<file path="src/rtl/store_retire_ctrl_pkg.sv">
// Shared types for the store retirement path: request payload, access size
// and the retire controller state encoding.
package store_retire_ctrl_pkg;

  localparam int XLEN = 32;

  typedef enum logic [1:0] {
    SIZE_BYTE   = 2'd0,
    SIZE_HALF   = 2'd1,
    SIZE_WORD   = 2'd2,
    SIZE_DOUBLE = 2'd3
  } MEM_SIZE;

  typedef struct packed {
    logic [XLEN-1:0] addr;
    logic [XLEN-1:0] data;
    MEM_SIZE         size;
  } STORE_REQ;

  typedef enum logic {
    SRC_IDLE = 1'b0,
    SRC_HOLD = 1'b1
  } SRC_STATE;

endpackage

</file>
<file path="src/rtl/store_retire_ctrl_updown_counter.sv">
// Saturating up/down counter with at-max / at-zero flags; simultaneous
// increment and decrement cancel out.
module updown_counter #(
  parameter int MAX_VAL = 2,
  parameter int W       = $clog2(MAX_VAL + 1)
) (
  input  logic         clk,
  input  logic         rst_n,
  input  logic         inc_i,
  input  logic         dec_i,
  output logic [W-1:0] count_o,
  output logic         at_max_o,
  output logic         at_zero_o
);

  localparam logic [W-1:0] MAX_C = W'(MAX_VAL);

  logic [W-1:0] count_q, count_d;

  assign count_o   = count_q;
  assign at_max_o  = (count_q == MAX_C);
  assign at_zero_o = (count_q == '0);

  always_comb begin
    count_d = count_q;
    if (inc_i && !dec_i && !at_max_o) begin
      count_d = count_q + 1'b1;
    end else if (dec_i && !inc_i && !at_zero_o) begin
      count_d = count_q - 1'b1;
    end
  end

  // NOTE: state registers use non-blocking assignments so every flop samples
  // pre-edge values, independent of process evaluation order.
  always_ff @(posedge clk or negedge rst_n) begin
    if (!rst_n) count_q <= '0;
    else        count_q <= count_d;
  end

endmodule

</file>
<file path="src/rtl/store_retire_ctrl.sv">
// Retires committed stores from the SQ head into the dcache: one holding
// register, valid/ready issue, and an outstanding-write limit fed back to the ROB.
module store_retire_ctrl
  import store_retire_ctrl_pkg::*;
#(
  parameter  int MAX_OUTSTANDING = 2,
  localparam int CNT_W           = $clog2(MAX_OUTSTANDING + 1)
) (
  input  logic             clock,
  input  logic             reset_n,
  input  logic             rob2sq_retire_en,
  input  logic             sq_head_valid,
  input  STORE_REQ         sq_head,
  output logic             sq_retire,
  output logic             dc_req_valid,
  output STORE_REQ         dc_req,
  input  logic             dc_req_ready,
  input  logic             dc_resp_valid,
  output logic             dcache_store_stall,
  output logic [CNT_W-1:0] outstanding_cnt,
  output logic             drained,
  output logic             err
);

  SRC_STATE state_q, state_d;
  STORE_REQ hold_q, hold_d;
  logic     err_q, err_d;
  logic     accept, issue, cnt_at_max, cnt_at_zero;

  updown_counter #(
    .MAX_VAL (MAX_OUTSTANDING),
    .W       (CNT_W)
  ) u_outstanding (
    .clk       (clock),
    .rst_n     (reset_n),
    .inc_i     (issue),
    .dec_i     (dc_resp_valid),
    .count_o   (outstanding_cnt),
    .at_max_o  (cnt_at_max),
    .at_zero_o (cnt_at_zero)
  );

  // Stall comes from registers only, so the ROB never sees a path from the dcache handshake.
  assign dcache_store_stall = (state_q == SRC_HOLD) | cnt_at_max;
  assign accept             = rob2sq_retire_en & ~dcache_store_stall;
  assign dc_req_valid       = (state_q == SRC_HOLD);
  assign dc_req             = hold_q;
  assign issue              = dc_req_valid & dc_req_ready;
  assign drained            = (state_q == SRC_IDLE) & cnt_at_zero;
  assign err                = err_q;

  // NOTE: every variable gets a default before any branch so no path leaves
  // it unassigned, which would otherwise infer a latch.
  always_comb begin
    state_d   = state_q;
    hold_d    = hold_q;
    sq_retire = 1'b0;
    err_d     = err_q;

    case (state_q)
      SRC_IDLE: begin
        if (accept && sq_head_valid) begin
          hold_d    = sq_head;
          sq_retire = 1'b1;
          state_d   = SRC_HOLD;
        end
      end
      SRC_HOLD: begin
        if (issue) state_d = SRC_IDLE;
      end
      default: state_d = SRC_IDLE;
    endcase

    // A response that coincides with an issue is legal even at zero.
    if ((accept && !sq_head_valid) || (dc_resp_valid && cnt_at_zero && !issue)) begin
      err_d = 1'b1;
    end
  end

  // NOTE: the holding register is reset too, so the payload reads as zero
  // after reset instead of carrying stale data from a discarded request.
  always_ff @(posedge clock or negedge reset_n) begin
    if (!reset_n) begin
      state_q <= SRC_IDLE;
      hold_q  <= '0;
      err_q   <= 1'b0;
    end else begin
      state_q <= state_d;
      hold_q  <= hold_d;
      err_q   <= err_d;
    end
  end

endmodule

</file>
<file path="config.mk">
export PLATFORM = sky130hd
export DESIGN_NAME = store_retire_ctrl
export DESIGN_NICKNAME = d
export VERILOG_FILES = /design/src/rtl/store_retire_ctrl_pkg.sv /design/src/rtl/store_retire_ctrl_updown_counter.sv /design/src/rtl/store_retire_ctrl.sv
export SDC_FILE = /design/constraint.sdc
export NUM_CORES = 1
export LEC_CHECK = 0
export ABC_CLOCK_PERIOD_IN_PS = 1900
export CAP_MARGIN = 10
export CORE_MARGIN = 4
export CORE_UTILIZATION = 39
export DETAILED_ROUTE_END_ITERATION = 12
export GPL_TIMING_DRIVEN = 0
export PLACE_DENSITY = 0.8
export SYNTH_ARGS = -nofsm -noshare
export SYNTH_HDL_FRONTEND = slang
export SYNTH_SLANG_ARGS = --single-unit
</file>
<file path="constraint.sdc">
create_clock -name clock -period 1.9 [get_ports clock]
set_input_delay 0.38 -clock clock [delete_from_list [all_inputs] [get_ports clock]]
set_output_delay 0.38 -clock clock [all_outputs]
set_load 0.05 [all_outputs]
</file>
Word-level counts from Yosys, hierarchy flattened
Cells that the tools add are included.
{"block": "op_classes", "eq_ne": 1, "n_reduce_logical": 17, "n_addsub": 2, "muxes": 6, "bitwise": 6}
{"cell": "$logic_and A1 B1 Y1", "n": 8}
{"cell": "$logic_not A1 Y1", "n": 5}
{"cell": "$mux W2", "n": 2}
{"cell": "$and A1 B1 Y1", "n": 3}
{"cell": "$mux W1", "n": 3}
{"cell": "$add A2 B1 Y2 const B", "n": 1}
{"cell": "$eq A2 B2 Y1 const B", "n": 1}
{"cell": "$logic_not A2 Y1", "n": 1}
{"cell": "$not A1 Y1", "n": 2}
{"cell": "$pmux W1 S2", "n": 1}
{"cell": "$reduce_and A2 Y1", "n": 1}
{"cell": "$reduce_bool A2 Y1", "n": 1}
{"cell": "$sub A2 B1 Y2 const B", "n": 1}
{"cell": "$logic_or A1 B1 Y1", "n": 1}
{"cell": "$or A1 B1 Y1", "n": 1}
{"block": "word_totals", "output_inout_bits": 73, "in_bits": 72, "reg_bits": 70, "elab_cells": 38}

Depth between registers and ports, before layout
Gate-level depths: netlist (run 1).
{"block": "depth", "word_depth": 7, "ltp_mapped": 5, "mapped_depth_nobuf": 3}

Hierarchy
Synthesis (run 1) repeated with hierarchy kept, for this count alone.
{"block": "hier_totals", "cells_unflattened": 164, "hier_area_um2": 2702.6}
{"mod": "store_retire_ctrl", "seq_area_each_um2": 1701.6, "area_each_um2": 2581.2, "cells_per_inst": 151, "instances": 1}
{"mod": "updown_counter", "seq_area_each_um2": 50.0, "area_each_um2": 121.4, "cells_per_inst": 13, "instances": 1}

Worst setup path after synthesis (run 1)
OpenSTA, ideal clock, no wires.
{"block": "synth_timing", "path_type": "register to output", "start": "reg u_outstanding.count_q[0], in the netlist u_outstanding.count_o[0]", "end": "out drained", "path_slack_ps": -237, "arrival_time_ps": 1757, "n_path_buf": 0, "stages_incl_launch_ff": 2, "cell_sequence": "dfrtp_1 nor3_1"}
{"block": "synth_via", "elab_chain_len": 2}
{"element": "from (decl)", "line": "store_retire_ctrl_updown_counter.sv:18", "rtl": "logic [W-1:0] count_q, count_d;"}
{"element": "from (signal assigned)", "line": "store_retire_ctrl_updown_counter.sv:37", "rtl": "else count_q <= count_d;"}
{"element": "$logic_not A2 Y1", "line": "store_retire_ctrl_updown_counter.sv:22", "rtl": "assign at_zero_o = (count_q == '0);"}
{"element": "$and A1 B1 Y1", "line": "store_retire_ctrl.sv:49", "rtl": "assign drained = (state_q == SRC_IDLE) & cnt_at_zero;"}
{"element": "to (decl)", "line": "store_retire_ctrl.sv:21", "rtl": "output logic drained,"}
Every way passes these cells.

Worst setup path in the final report (run 1)
{"block": "layout_timing", "start": "reg u_outstanding.count_q[0], in the netlist u_outstanding.count_o[0]", "end": "out sq_retire"}
{"block": "layout_via", "elab_chain_len": 7}
{"element": "$eq A2 B2 Y1", "line": "store_retire_ctrl_updown_counter.sv:21", "rtl": "assign at_max_o = (count_q == MAX_C);"}
{"element": "$or A1 B1 Y1", "line": "store_retire_ctrl.sv:44", "rtl": "assign dcache_store_stall = (state_q == SRC_HOLD) | cnt_at_max;"}
{"element": "$not A1 Y1", "line": "store_retire_ctrl.sv:45", "rtl": "assign accept = rob2sq_retire_en & ~dcache_store_stall;"}
{"element": "$and A1 B1 Y1", "line": "store_retire_ctrl.sv:45"}
{"element": "$logic_and A1 B1 Y1", "line": "store_retire_ctrl.sv:62", "rtl": "if (accept && sq_head_valid) begin"}
{"element": "$mux W1", "line": "store_retire_ctrl.sv:62"}
{"element": "$mux W1", "line": "store_retire_ctrl.sv:60", "rtl": "case (state_q)"}
{"element": "to (decl)", "line": "store_retire_ctrl.sv:14", "rtl": "output logic sq_retire,"}
Every way passes these cells.

==> metrics.cfg, run 1 <==
[global_routing]
use_met1 = 0.180
gr-usage-all-layers = 0.155
use_met2 = 0.257
grt_first_pass_wirelength_um = 10200
grt_overflow = 0
grt_max_degree = 71
antenna_found_initial = 0
grt_busiest_layer = met2
grt_pass1_vias = 2044
globalRouteMet3Util = 0.0620

[placement]
placedCellCount = 383
gp_congestion = 0.743
portBuffers = 144
place.detailed.hpwl_um = 4730

[drt]
drt-total-wl_um = 6440
wl_per_cell_um = 16.1
drtIter0Drc = 36
vias = 1925
first_pass_iters = 3
avgViaCountPerCell = 4.80
ant_nets = 0
drc = 0

[logic_synthesis]
yosys_warnings = 0
ys_ff_latch = 70
avgSynthCellArea_um2 = 16.6
yosys.cell_types.count = 20
syn_nets = 234
yosysSeqAreaShare = 0.653
synthCells = 162
synth_area_um2 = 2680

[critical_path]
crit_path_top_delay_cell = dfrtp_2
path_max_fanout = 19
worst-r2r-setup-slack_ns = 0.33
critPathBufInv = 3
slowest_delay_ns = 0.46
path_class = reg -> out
arrival_ns = 1.52
crit_cells = 5
r2r.worst_path.cells = 5
critPathLaunchType = register
crit_family = flip-flops
path_cells = nor2b_4 -> nand4b_4 -> buf_12 -> clkinvlp_4 -> buf_6
critPathCaptureType = output port
critPathRequiredTime_ns = 1.52

[floorplan]
core_um2 = 6530
ioPinCount = 145
initial_core_util = 0.411
num_rows = 29
die_x_um = 91.0
die_h_um = 91.0
die_area_um2 = 8270

[clock_network]
numCtsBuffers = 9
clk_pin_slew_worst_paths_ns = 0.07
clk_path_buf_depth = 2
tritoncts = built
htreeDepth = 3
clkLatencyLatePin_ns = 0.32
cts-root-buf = clkbuf_8
cts.sinks = 70

[final_layout]
drive_gt1_frac = 0.262
diodes = 0
syn2layout_area_growth_pct = 69.5
nets = 392
seq_area_um2 = 1750
fillers = 475
multi_input_comb_area_um2 = 880
fin_cells = 401

[flow_run]
maxCapViolations = 0

[pwr]
power.density_nw_per_um2 = 1230
ir_worst_vdd_uv = 672
power.leakage_nw = 2.35

[timing]
fmaxAchievable_mhz = 527
final_max_slew_viol_count = 0
setup_viol = 0
hold_slack_ns = 0.174
min_period_over_period = 0.999
fin_crit_ns = 1.90
hold_viol_final = 0
skew_ns = 0.00816
grt_setup_unrepaired = true
slew_headroom = 0.425
tightest_slew_ns = 0.863

[min_path]
hp-class = in -> async

[outcome]
status = completed

==> power by group <==
| part | total [mW] | switching [mW] | internal (mW) |
|---|---|---|---|
| clock | 1.14 | 0.517 | 0.626 |
| combinational | 2.49 | 1.58 | 0.906 |
| sequential | 1.98 | 0.154 | 1.82 |
| total | 5.60 | 2.25 | 3.35 |
==> Yosys cell counts <==
cell type   n  area share
dfrtp_1    70        0.65
nor3b_1     1      0.0028
and3b_1     1      0.0033
o21ai_0     1      0.0019
nand4b_4    1      0.0089
o31ai_1     1      0.0028
or2_2       2      0.0047
nor3_1      1      0.0019
inv_1       3      0.0042
buf_6       3       0.013
a221o_1     1      0.0037
o211a_1     1      0.0037
buf_2       4      0.0075
a21boi_0    1      0.0028
a21oi_1     1      0.0019
mux2_1     18       0.076
nand3_1     1      0.0019
nor2_1      1      0.0014
mux2_2     48        0.20
nor2b_1     2      0.0047
==> flip-flops by register name (all words and copies together), names as in the netlist <==
name,count
u_outstanding.count_o,2
dc_req_valid,1
dc_req,66
err,1
==> layer usage <==
metal	wire length [um]	share of wire	up-vias
met5	0	0	-
met4	59	0.0092	0
met3	584	0.091	5
met2	3290	0.51	85
met1	2500	0.39	940
li1	-	-	895
==> cell type report <==
cell class,count,share of cell area
multi-input combinational,82,0.193
inverter,3,0.00330
timing repair buffer,148,0.344
clock inverter,5,0.0110
buffer,6,0.0113
clock buffer,10,0.0303
tap,77,0.0212
sequential,70,0.386
==> worst register-to-register path, delay by kind of cell, from the launching register on <==
family	cells	cell delay [ns]
DFF	1	0.46
buffers and inverters	2	0.35
muxes	1	0.34
and+or+nand+nor	2	0.32
==> timing repair <==
item,4_1_cts,5_1_grt
hold buffers,0,0
endpoints found under the setup margin,11,48
gates resized for setup,22,51
buffers inserted,0,4
==> metrics by stage <==
step | setup TNS, ns | power [mW] | setup slack, ns | instance area, um^2 | utilization
floorplan | 0 | 3.58 | 0.0252 | 2700 | -
global placement | -137.40 | 4.52 | -2.21 | 4230 | 0.648
detailed placement | -0.803 | 4.56 | -0.732 | 4230 | 0.648
CTS | -0.215 | 5.69 | -0.215 | 4410 | 0.675
global route | -0.119 | 5.85 | -0.118 | 4550 | 0.697
finish | 0 | 5.60 | 0.00142 | 4550 | 0.697
==> cells by family after synthesis <==
family | share of synthesized area
DFF | 0.653
muxes | 0.277
AOI/OAI and AO/OA | 0.0168
buffers and inverters | 0.0242
and+or+nand+nor | 0.0294
==> worst paths after layout <==
kind	end	startpoint
max in group asynchronous	u_outstanding.count_o[0]	reset_n
min in group clock	dc_req[26]	dc_req[26]
hold / removal	dc_req[17]	reset_n
setup reg to reg	dc_req[19]	u_outstanding.count_o[0]
hold reg to reg	dc_req[26]	dc_req[26]
setup / recovery	sq_retire	u_outstanding.count_o[0]
==> cell usage in the layout, fill, tap and decap left out, types with 2 or more instances in the layout <==
| cell | instances |
|---|---|
| buf_2 | 5 |
| buf_4 | 5 |
| buf_6 | 2 |
| clkbuf_8 | 10 |
| clkdlybuf4s50_1 | 86 |
| clkinv_2 | 4 |
| dfrtp_1 | 68 |
| dfrtp_2 | 2 |
| dlygate4sd2_1 | 8 |
| dlymetal6s2s_1 | 46 |
| inv_1 | 2 |
| mux2_1 | 18 |
| mux2_2 | 48 |
| or2_2 | 2 |
(Power assumes the default switching activity.)
==> run 2, diff against run 1 <==
- CTS_CLUSTER_DIAMETER: default -> 60
- SYNTH_HIERARCHICAL: default -> 1
==> run 2 against run 1 <==
Net effect:
- the run now ends with negative setup slack left
- clock skew up 0.00092 ns
- utilization is 1.3 points lower
- wire length is 2.2% higher
- critical path depth did not move
- largest cell class unchanged
- largest power group unchanged
==> metrics.cfg, run 2 <==
[critical_path]
critPathCaptureType = output port
critPathLaunchType = register
path_cells = nor2b_4 -> nor4bb_1 -> buf_2 -> buf_8 -> buf_8
slowest_delay_ns = 0.43
critPathBufInv = 3
arrival_ns = 1.53
critPathRequiredTime_ns = 1.52
worst-r2r-setup-slack_ns = 0.08
crit_path_top_delay_cell = dfrtp_2
critical_path.most_common_cell = buf_8
crit_family = flip-flops
path_max_fanout = 4
path_class = reg -> out

[final_layout]
fillers = 492
final_core_util = 0.684
drive_gt1_frac = 0.255
final_common_cell = clkdlybuf4s50_1
seq_area_um2 = 1750
multi_input_comb_area_um2 = 875
layout_common_cells = 88 x clkdlybuf4s50_1, 68 x dfrtp_1, 46 x mux2_2, 46 x dlymetal6s2s_1, 20 x mux2_1
syn2layout_area_growth_pct = 70.9
nets = 400
largest_register_ffs = 66
diodes = 0

[outcome]
status = finished with violations
violations = negative setup slack

[drt]
vias = 1916
wl_per_cell_um = 15.9
drtIter0Drc = 38
route.met3.wl_um = 456
drc = 0
drt-total-wl_um = 6580
dr.max_layer_used = met4
met1_length_um = 2710
met2WireLength_um = 3390
ant_nets = 0
first_pass_iters = 3
avgViaCountPerCell = 4.64

[timing]
min_period_over_period = 1.00
setup_viol = 1
skew_ns = 0.00908
worst_slack_ns = -0.00691
fin_crit_ns = 1.91
tightest_slew_ns = 0.880
slew_headroom = 0.413
final_max_slew_viol_count = 0
hold_viol_final = 0
hold_slack_ns = 0.173
grt_setup_unrepaired = true
fmaxAchievable_mhz = 524

[logic_synthesis]
netlist_top_cells_area = dfrtp_1 65%, mux2_2 19%, mux2_1 8.3%, buf_4 1.1%, buf_8 1.1%
synth_top_area_share = 0.648
yosysMostFrequentCell = dfrtp_1
ys_dominant_reg_cell = dfrtp_1
avgSynthCellArea_um2 = 16.5
postSynth.asyncResetShare = 1.00
yosysSeqAreaShare = 0.648
synth_edf_count = 0
yosysTopAreaCell = dfrtp_1
yosys.cell_types.count = 22
synth_commonest_cells = 70 x dfrtp_1, 46 x mux2_2, 20 x mux2_1
ys_ff_latch = 70
syn_nets = 236
synth_area_um2 = 2700
yosys_warnings = 6
synthCells = 164

[clock_network]
clkLatencyLatePin_ns = 0.32
numCtsBuffers = 9
clk_path_buf_depth = 2
cts-root-buf = clkbuf_8
htreeDepth = 3
tritoncts = built
cts.sinks = 70
hold_buffers = 0
clk_pin_slew_worst_paths_ns = 0.07

[placement]
place.detailed.hpwl_um = 4770
gp_congestion = 0.708
portBuffers = 144

[pwr]
pwr-share-clk = 0.186
comb_power_share = 0.455
p_sw_frac = 0.408
p_switching_mw = 2.25
p_seq_frac = 0.358
power.density_nw_per_um2 = 1190
ir_worst_vdd_uv = 720
power.leakage_nw = 2.33
p_int_mw = 3.26

[floorplan]
die_x_um = 91.2
die_area_um2 = 8330
initial_core_util = 0.400
ioPinCount = 145
num_rows = 30
die_h_um = 91.2
core_um2 = 6760

[min_path]
hp-class = in -> async

[global_routing]
grt_overflow = 0
gr-usage-all-layers = 0.156
grt_max_degree = 71
grt_first_pass_wirelength_um = 10200
antenna_found_initial = 0
grt_pass1_vias = 2020

[flow_run]
maxCapViolations = 0

[run 2: power by group through the flow]
| stage | registers [mW] | logic, mW | clock network (mW) |
|---|---|---|---|
| 2_1_floorplan | 3.19 | 0.389 | 0 |
| 3_3_place_gp | 2.00 | 2.52 | 0 |
| 3_5_place_dp | 2.02 | 2.54 | 0 |
| 4_1_cts | 1.99 | 2.54 | 1.06 |
| 5_1_grt | 2.02 | 2.60 | 1.14 |
| 6_report | 1.97 | 2.51 | 1.03 |
[run 2: repair_timing]
action                                  4_1_cts  5_1_grt
pin swaps                                     1        1
gates resized for setup                      29       51
endpoints found under the setup margin        9       97
buffers inserted                              3        6
[run 2: cell families (layout without fill, tap and decap cells)]
logic type / count (synthesis) / after routing / share of synthesized area
xor+xnor: 1 / 1 / 0.00324
mux: 67 / 67 / 0.279
compound gates: 4 / 4 / 0.0120
simple gates: 12 / 12 / 0.0269
buf+inv: 10 / 179 / 0.0310
flops: 70 / 70 / 0.648
[run 2: final timing paths]
check / cells after the start / end / startpoint
setup / recovery: 5 / sq_retire / u_outstanding/count_o[1]
hold / removal: 1 / dc_req[53] / reset_n
setup reg to reg: 7 / dc_req[21] / u_outstanding/count_o[1]
hold reg to reg: 1 / dc_req[39] / dc_req[39]
max in group asynchronous: 1 / u_outstanding/count_o[0] / reset_n
min in group clock: 1 / dc_req[39] / dc_req[39]
[run 2: routing by layer]
metal | vias to the layer above | global-route usage
met3 | 2 | 0.0630
met5 | - | 0
met2 | 78 | 0.256
li1 | 910 | -
met4 | 0 | 0.0339
met1 | 926 | 0.195
[run 2: cell type report]
| class | instances | share of cell area |
|---|---|---|
| timing repair buffer | 153 | 0.349 |
| clock buffer | 12 | 0.0314 |
| multi-input combinational | 84 | 0.189 |
| buffer | 8 | 0.0222 |
| clock inverter | 4 | 0.00488 |
| inverter | 2 | 0.00163 |
| tap | 80 | 0.0217 |
| sequential | 70 | 0.380 |
[run 2: worst reg2reg max path, delay by kind of cell, from the launching register on]
family	cells	cell delay, ns
multiplexers	1	0.33
flip-flops	1	0.43
AND/OR/NAND/NOR	2	0.36
buffers and inverters	4	0.58
[run 2: metrics by stage]
step	cells	TNS (ns)	cell area, um^2	power [mW]	setup WS [ns]
after floorplan	164	0	2710	3.58	0.0535
after global placement	388	-148.31	4250	4.52	-2.21
after detailed placement	388	-9.75	4240	4.56	-0.844
after CTS	407	-0.106	4440	5.59	-0.0875
after global routing	413	-0.247	4620	5.76	-0.117
final	413	-0.00691	4620	5.51	-0.00691
